<file path="src/rtl/pipe_skid_stage.sv">
// Valid/ready pipeline stage with a one-entry skid buffer, flush-to-bubble and a
// saturating back-pressure counter. All outputs come straight from flops.
module pipe_skid_stage #(
  parameter int DATA_W = 32,
  parameter int CNT_W  = 16
) (
  input  logic              clk_i,
  input  logic              rst_i,
  input  logic              flush_i,
  input  logic              in_valid_i,
  output logic              in_ready_o,
  input  logic [DATA_W-1:0] in_data_i,
  output logic              out_valid_o,
  input  logic              out_ready_i,
  output logic [DATA_W-1:0] out_data_o,
  output logic [1:0]        occupancy_o,
  output logic [CNT_W-1:0]  stall_cnt_o
);

  typedef enum logic [1:0] {EMPTY = 2'd0, ONE = 2'd1, FULL = 2'd2} state_e;

  state_e            state_q, state_d;
  logic [DATA_W-1:0] main_q, main_d;
  logic [DATA_W-1:0] skid_q, skid_d;
  logic              in_ready_q;
  logic [CNT_W-1:0]  stall_cnt_q, stall_cnt_d;
  logic              accept, pop;

  assign accept = in_valid_i & in_ready_q;
  assign pop    = (state_q != EMPTY) & out_ready_i;

  always_comb begin
    state_d = state_q;
    main_d  = main_q;
    skid_d  = skid_q;
    case (state_q)
      EMPTY: if (accept) begin
        state_d = ONE;
        main_d  = in_data_i;
      end
      ONE: begin
        if (accept && pop) begin
          main_d = in_data_i;
        end else if (accept) begin
          state_d = FULL;
          skid_d  = in_data_i;
        end else if (pop) begin
          state_d = EMPTY;
          main_d  = '0;
        end
      end
      FULL: if (pop) begin
        state_d = ONE;
        main_d  = skid_q;
        skid_d  = '0;
      end
      default: begin
        state_d = EMPTY;
        main_d  = '0;
        skid_d  = '0;
      end
    endcase
    // Flush wins over any same-cycle accept; the incoming word is dropped.
    if (flush_i) begin
      state_d = EMPTY;
      main_d  = '0;
      skid_d  = '0;
    end
  end

  always_comb begin
    stall_cnt_d = stall_cnt_q;
    if ((state_q != EMPTY) && !out_ready_i && (stall_cnt_q != {CNT_W{1'b1}}))
      stall_cnt_d = stall_cnt_q + 1'b1;
  end

  always_ff @(posedge clk_i) begin
    if (rst_i) begin
      state_q     <= EMPTY;
      main_q      <= '0;
      skid_q      <= '0;
      in_ready_q  <= 1'b1;
      stall_cnt_q <= '0;
    end else begin
      state_q     <= state_d;
      main_q      <= main_d;
      skid_q      <= skid_d;
      in_ready_q  <= (state_d != FULL);
      stall_cnt_q <= stall_cnt_d;
    end
  end

  assign in_ready_o  = in_ready_q;
  assign out_valid_o = (state_q != EMPTY);
  assign out_data_o  = main_q;
  assign occupancy_o = state_q;
  assign stall_cnt_o = stall_cnt_q;

endmodule

</file>
<file path="config.mk">
export PLATFORM = sky130hd
export DESIGN_NAME = pipe_skid_stage
export DESIGN_NICKNAME = d
export VERILOG_FILES = /design/src/rtl/pipe_skid_stage.sv
export SDC_FILE = /design/constraint.sdc
export NUM_CORES = 1
export LEC_CHECK = 0
export BUFFER_PORTS_ARGS = -buffer_cell sky130_fd_sc_hd__buf_2
export CAP_MARGIN = 20
export CORE_ASPECT_RATIO = 0.6
export CORE_MARGIN = 2
export CORE_UTILIZATION = 49
export DETAILED_ROUTE_END_ITERATION = 16
export PLACE_DENSITY = 0.76
export SYNTH_ARGS = -nofsm -noshare
export SYNTH_HDL_FRONTEND = slang
export SYNTH_SLANG_ARGS = --single-unit
export TNS_END_PERCENT = 1
</file>
<file path="constraint.sdc">
create_clock -name clk_i -period 1.7 [get_ports clk_i]
set_input_delay 0.17 -clock clk_i [delete_from_list [all_inputs] [get_ports clk_i]]
set_output_delay 0.17 -clock clk_i [all_outputs]
set_load 0.05 [all_outputs]
</file>
==> flow_summary.toml, run 1 <==
[status]
status = "complete, no violations"

[die]
ios = 89
die_h_um = 73.77
start_util_pct = 50.43
rows = 25
die_w_um = 120.3
core_area_um2 = 7883
dieArea_um2 = 8872

[power_and_ir_drop]
peakVddDrop_mv = 0.6229
power_switching_share_pct = 25.05
combPwrFrac_pct = 12.7
clock_power_share_pct = 43.3
p_int_mw = 3.425
power_frac_seq_pct = 43.9
p_sw_mw = 1.145
power.density_nw_per_um2 = 921.7
total_leakage_power_nw = 1.977

[min_path]
hold_end = "out_data_o[23]"
holdPathStages = 3
hold_class = "in -> reg"
hp-start = "in_data_i[23]"

[synthesis]
ys_seq_area_share_pct = 41.80
syn_inst = 413
ys_ff_latch = 83
synth_warnings = 0
ys_types = 47
synthesis.area_um2 = 3975
synthesis.nets = 451
syn_area_per_cell_um2 = 9.625

[drt]
num_vias = 3547
vias_per_cell = 5.873
dr.pass1.iters = 5
ant_nets = 0
routed_wl_um = 10310
drtIter0Drc = 320
drc = 0
routedWlPerCell_um = 17.07

[cts]
clock_latency_ns = 0.34
clock-sinks = 83
cts_buffers = 9
cts_tree = "built"
clockBufferDepth = 2
clkTransAtPathRegs_ns = 0.06
root_buffer = "clkbuf_16"
postCtsHoldBufs = 0
h-tree-depth = 3

[worst_setup_path]
slowest_stage = "or4_4"
crit_path_start_kind = "register"
worst_path_largest_cell_delay_ns = 0.48
rrSetupSlack_ns = 0.05
path_buf_inv = 1
arrival_ns = 1.91
end_kind = "register"
r2r_end = "stall_cnt_o[4]"
required_ns = 1.97
crit_chain = "ha_2 -> nand4_1 -> nor4_4 -> buf_6 -> or4_4 -> a21oi_2"
reg2reg_depth = 6
crit_family = "simple AND/OR/NAND/NOR gates"
setup.worst_path.class = "reg -> reg"
cp_max_fo = 6
worstReg2RegStart = "stall_cnt_o[0]"

[timing]
drv_slew = 0
clock_skew_ns = 0.004609
worst_slack_ns = 0.05483
whs_ns = 0.1620
final.min_clock_period_ns = 1.645
period_share_pct = 96.77
finalSetupViolations = 0
maxSlewHeadroom_pct = 65.67
finalHoldViolCount = 0
max_freq_mhz = 607.8
tightest_slew_ns = 0.5149

[flow_run]
max_cap_violations = 0

[global_route]
overflow = 0
grt_antenna_before_repair = 0
grt_max_degree = 51
grt_pass1_vias = 3338
grt_usage_pct = 23.84
grt_pass1_wl_um = 16540

[layout]
area_growth_syn_to_layout_pct = 24.74
layout.nets = 530
final_cell_mix = "buf_2 (89), dfxtp_1 (64), nor2_1 (38), and2_1 (33)"
layout_commonest_cell = "buf_2"
layout-drive-gt1-share_pct = 33.06
antenna_cells = 0

[place]
dp_hpwl_um = 6594
numPortBuffers = 88
pre_cts_ws_ns = 0.03500
routabilityCongestion = 0.9001
[worst register-to-register path: cells and delay by family, from the launching register on]
family / cells / cell delay (ns)
simple gates: 3 / 0.74
flops: 1 / 0.35
fa+ha+maj: 1 / 0.19
buf+inv: 1 / 0.15
compound gates: 1 / 0.15
[cells by family (layout without fill, tap and decap cells)]
kind of cell,after synthesis,after routing,synth area share (%)
mux,35,35,9.002
simple gates,123,123,18.07
fa+ha+maj,1,1,0.3147
flops,83,83,41.80
compound gates,130,130,25.72
xor+xnor,1,1,0.2204
buf+inv,40,123,4.879
[per-stage QoR]
stage	utilization (%)	instance area (µm²)	TNS, ns	instances	total power [mW]
5_1_grt	62.90	4959	-0.003686	604	4.735
3_3_place_gp	58.32	4597	0	587	2.618
3_5_place_dp	58.32	4597	0	587	2.628
2_1_floorplan	-	4006	-0.05895	413	2.448
4_1_cts	62.24	4906	0	602	4.610
6_report	62.90	4959	0	604	4.570
[cell usage after synthesis, drive strengths merged]
| cell | count | area [µm²] |
|---|---|---|
| nor4 | 4 | 46.29 |
| mux2 | 3 | 37.53 |
| a22oi | 32 | 240.2 |
| or3 | 2 | 12.51 |
| and3 | 3 | 18.77 |
| o21a | 1 | 7.510 |
| a211oi | 2 | 15.01 |
| nor2b | 5 | 31.28 |
| o211ai | 1 | 7.510 |
| or4 | 9 | 67.56 |
| clkbuf | 16 | 60.06 |
| dfxtp | 83 | 1662 |
| nor2 | 38 | 142.6 |
| o2bb2ai | 32 | 280.3 |
| and2 | 33 | 206.5 |
| mux2i | 32 | 320.3 |
| nand4 | 6 | 52.55 |
| and3b | 2 | 17.52 |
| buf | 22 | 126.4 |
| or2 | 2 | 12.51 |
| a2bb2oi | 1 | 8.760 |
| o21ba | 1 | 10.01 |
| nand3 | 6 | 30.03 |
| nand2b | 3 | 26.27 |
| o21ai | 4 | 20.02 |
| nor3 | 2 | 15.01 |
| nand3b | 1 | 7.510 |
| nand2 | 7 | 31.28 |
| o21bai | 1 | 7.510 |
| o22a | 1 | 8.760 |
| xnor2 | 1 | 8.760 |
| ha | 1 | 12.51 |
| a21oi | 13 | 68.82 |
| inv | 2 | 7.510 |
| o31ai | 9 | 67.56 |
| a22o | 32 | 280.3 |
[worst max path at each step]
stage / cells past startpoint / startpoint / slack (ns) / endpoint
after detailed placement: 6 / stall_cnt_o[0] / 0.04 / stall_cnt_o[11]
after global placement: 6 / stall_cnt_o[0] / 0.10 / stall_cnt_o[4]
after CTS: 6 / stall_cnt_o[0] / 0.03 / stall_cnt_o[11]
after floorplan: 5 / occupancy_o[1] / -0.06 / stall_cnt_o[13]
final: 6 / stall_cnt_o[0] / 0.05 / stall_cnt_o[4]
after global routing: 6 / stall_cnt_o[0] / -0.004 / stall_cnt_o[0]
[final cells by class]
| class | count | area (µm²) |
|---|---|---|
| Sequential cell | 83 | 1690 |
| Tap cell | 108 | 135.1 |
| Multi-Input combinational cell | 290 | 2177 |
| Inverter | 2 | 7.507 |
| Fill cell | 693 | 2924 |
| Timing Repair Buffer | 106 | 639.4 |
| Clock buffer | 15 | 309.0 |
[routing by layer]
layer,vias to the layer above,wire [µm],part of all wire [%],GRT usage [%]
li1,1718,-,-,-
met1,1699,4833,47,31.27
met2,121,4672,45,37.63
met3,9,707,6.9,6.910
met4,0,99,0.96,9.044
met5,-,0,0,0
[state kept, by name, indices dropped and copies added (netlist names)]
| signal | cells |
|---|---|
| occupancy_o | 2 |
| out_data_o | 32 |
| stall_cnt_o | 16 |
| in_ready_o | 1 |
| skid_q | 32 |
[power by group through the flow]
| stage | Combinational (mW) | Sequential, mW | Clock (mW) |
|---|---|---|---|
| 2_1_floorplan | 0.270 | 2.18 | 0 |
| 3_3_place_gp | 0.571 | 2.05 | 0 |
| 3_5_place_dp | 0.578 | 2.05 | 0 |
| 4_1_cts | 0.582 | 2.01 | 2.02 |
| 5_1_grt | 0.623 | 2.01 | 2.10 |
| 6_report | 0.583 | 2.01 | 1.98 |
[what timing repair did]
action / 4_1_cts / 5_1_grt
endpoints found under the setup margin: 0 / 5
setup buffers: 0 / 1
gates resized for setup: 0 / 9
(Power assumes the default switching activity.)
==> run 2: changes to the inputs <==
CORE_ASPECT_RATIO = 0.7   (was 0.6)
GPL_TIMING_DRIVEN = 0   (was default)
==> run 2 against run 1 <==
Compared with the run above: critical path depth did not move; count of clock-buffer cells in the layout down 5; sequential share of layout area fell by 0.76 points; sequential power hardly changed; total power increased by 9.2%; global-route usage shrank 0.41 points; worst hold slack worse by 0.0044 ns; highest routed layer unchanged.
==> flow_summary.toml, run 2 (synthesis results as in run 1) <==
[layout]
area_growth_syn_to_layout_pct = 27.76
layout.nets = 560
fillers = 646
final_cell_mix = "buf_2 (101), dfxtp_1 (64), nor2_1 (38), and2_1 (33)"
multiInputGateArea_um2 = 2177
post-route-util_pct = 64.52
layout-drive-gt1-share_pct = 33.02
seq_area_um2 = 1693
antenna_cells = 0
layout_commonest_cell = "buf_2"

[worst_setup_path]
worst_path_largest_cell_delay_ns = 0.37
crit_chain = "ha_4 -> nand4_1 -> nor4_4 -> buf_6 -> nor4_4 -> mux2_4"
cp_max_fo = 8
rrSetupSlack_ns = 0.01
required_ns = 1.92
crit_path_start_kind = "register"
r2r_end = "stall_cnt_o[13]"
path_common_cell = "nor4_4"
setup.worst_path.class = "reg -> reg"
worstReg2RegStart = "stall_cnt_o[0]"
crit_end = "stall_cnt_o[13]"
crit_path_start = "stall_cnt_o[0]"
arrival_ns = 1.91
reg2reg_depth = 6
slowest_stage = "dfxtp_4"
end_kind = "register"

[place]
routabilityCongestion = 0.8406
numPortBuffers = 88
dp_hpwl_um = 6994

[cts]
cts_buffers = 9
cts_tree = "built"
clkTransAtPathRegs_ns = 0.07
clock_latency_ns = 0.34
clock-sinks = 83
root_buffer = "clkbuf_16"
clockBufferDepth = 2
h-tree-depth = 3

[power_and_ir_drop]
clock_power_share_pct = 48.1
peakVddDrop_mv = 0.8645
power_frac_seq_pct = 40.2
combPwrFrac_pct = 11.7
p_int_mw = 3.779
p_total_mw = 4.992
power_switching_share_pct = 24.31
total_leakage_power_nw = 2.057
p_sw_mw = 1.214
power.density_nw_per_um2 = 983.0

[die]
die_h_um = 79.36
start_util_pct = 50.50
die_w_um = 111.7
ios = 89
rows = 27
core_area_um2 = 7871
dieArea_um2 = 8860

[timing]
drv_slew = 0
finalHoldViolCount = 0
clock_skew_ns = 0.007579
grt_setup_unrepaired = "true"
max_freq_mhz = 592.2
whs_ns = 0.1577
maxSlewHeadroom_pct = 64.97
final.min_clock_period_ns = 1.689
finalSetupViolations = 0
period_share_pct = 99.34
tightest_slew_ns = 0.5254

[drt]
ant_nets = 0
dr_wl_met3_um = 686
drc = 0
met1_length_um = 5135
top_layer_used = "met4"
drtIter0Drc = 269
num_vias = 3674
routedWlPerCell_um = 16.51
routed_wl_um = 10370
wl_met2_um = 4486
vias_per_cell = 5.850
dr.pass1.iters = 4

[flow_run]
max_cap_violations = 0

[status]
status = "complete, no violations"

[global_route]
overflow = 0
grt_max_degree = 16
grt_pass1_wl_um = 16640
grt_antenna_before_repair = 0
grt_pass1_vias = 3340
grt_usage_pct = 23.42

[min_path]
hp-start = "in_data_i[31]"
hold_class = "in -> reg"
run 2: cell types whose count changed in the layout (fill, tap and decap cells not counted), sizes merged:
| cell | change |
|---|---|
| clkinv | +1 |
| inv | +1 |
| buf | +14 |
| clkbuf | +11 |
| bufinv | +4 |
run 2: worst min path at each step:
stage | to | slack (ns) | cells after the start
floorplan | out_data_o[17] | 0.36 | 2
global placement | out_data_o[23] | 0.44 | 1
detailed placement | out_data_o[3] | 0.44 | 1
CTS | out_data_o[31] | 0.15 | 3
global route | out_data_o[15] | 0.15 | 3
finish | out_data_o[31] | 0.16 | 3
run 2: repair_timing:
item / CTS / global route
hold buffers: 0 / 0
endpoints found under the setup margin: 32 / 62
pin swaps: 1 / 6
resized for setup: 3 / 13
setup buffers: 0 / 10
run 2: layout make-up:
cell class	count	area share (%)
multi-input combinational	290	42.87
sequential	83	33.33
timing repair buffer	98	10.15
clock buffer	10	4.509
buffer	38	3.794
clock inverter	6	2.710
tap	101	2.488
inverter	2	0.1478
run 2: per-stage QoR:
step / cell area, µm² / instances / setup slack (ns) / setup TNS, ns
2_1_floorplan: 4006 / 413 / -0.05895 / -0.05895
3_3_place_gp: 4573 / 602 / -0.06890 / -1.093
3_5_place_dp: 4573 / 602 / -0.09474 / -1.788
4_1_cts: 4947 / 618 / -0.07046 / -0.1097
5_1_grt: 5079 / 628 / -0.07159 / -0.1838
6_report: 5079 / 628 / 0.01125 / 0
run 2: per-layer routing:
layer,up-vias,GRT usage (%)
met1,1779,33.36
met2,113,34.24
met4,0,4.938
li1,1776,-
met3,6,8.168
met5,-,0
run 2: power groups by stage:
stage                     clock, mW  combinational, mW  sequential [mW]
after detailed placement          0              0.573             2.05
after floorplan                   0              0.270             2.18
after global routing           2.53              0.627             2.01
final                          2.40              0.584             2.00
after global placement            0              0.566             2.05
after CTS                      2.43              0.577             2.01
run 2: critical path: cells and delay by family, from the launching register on:
kind | cells | cell delay (ns)
buf+inv | 1 | 0.18
flops | 1 | 0.37
simple gates | 3 | 0.57
mux | 1 | 0.29
fa+ha+maj | 1 | 0.15
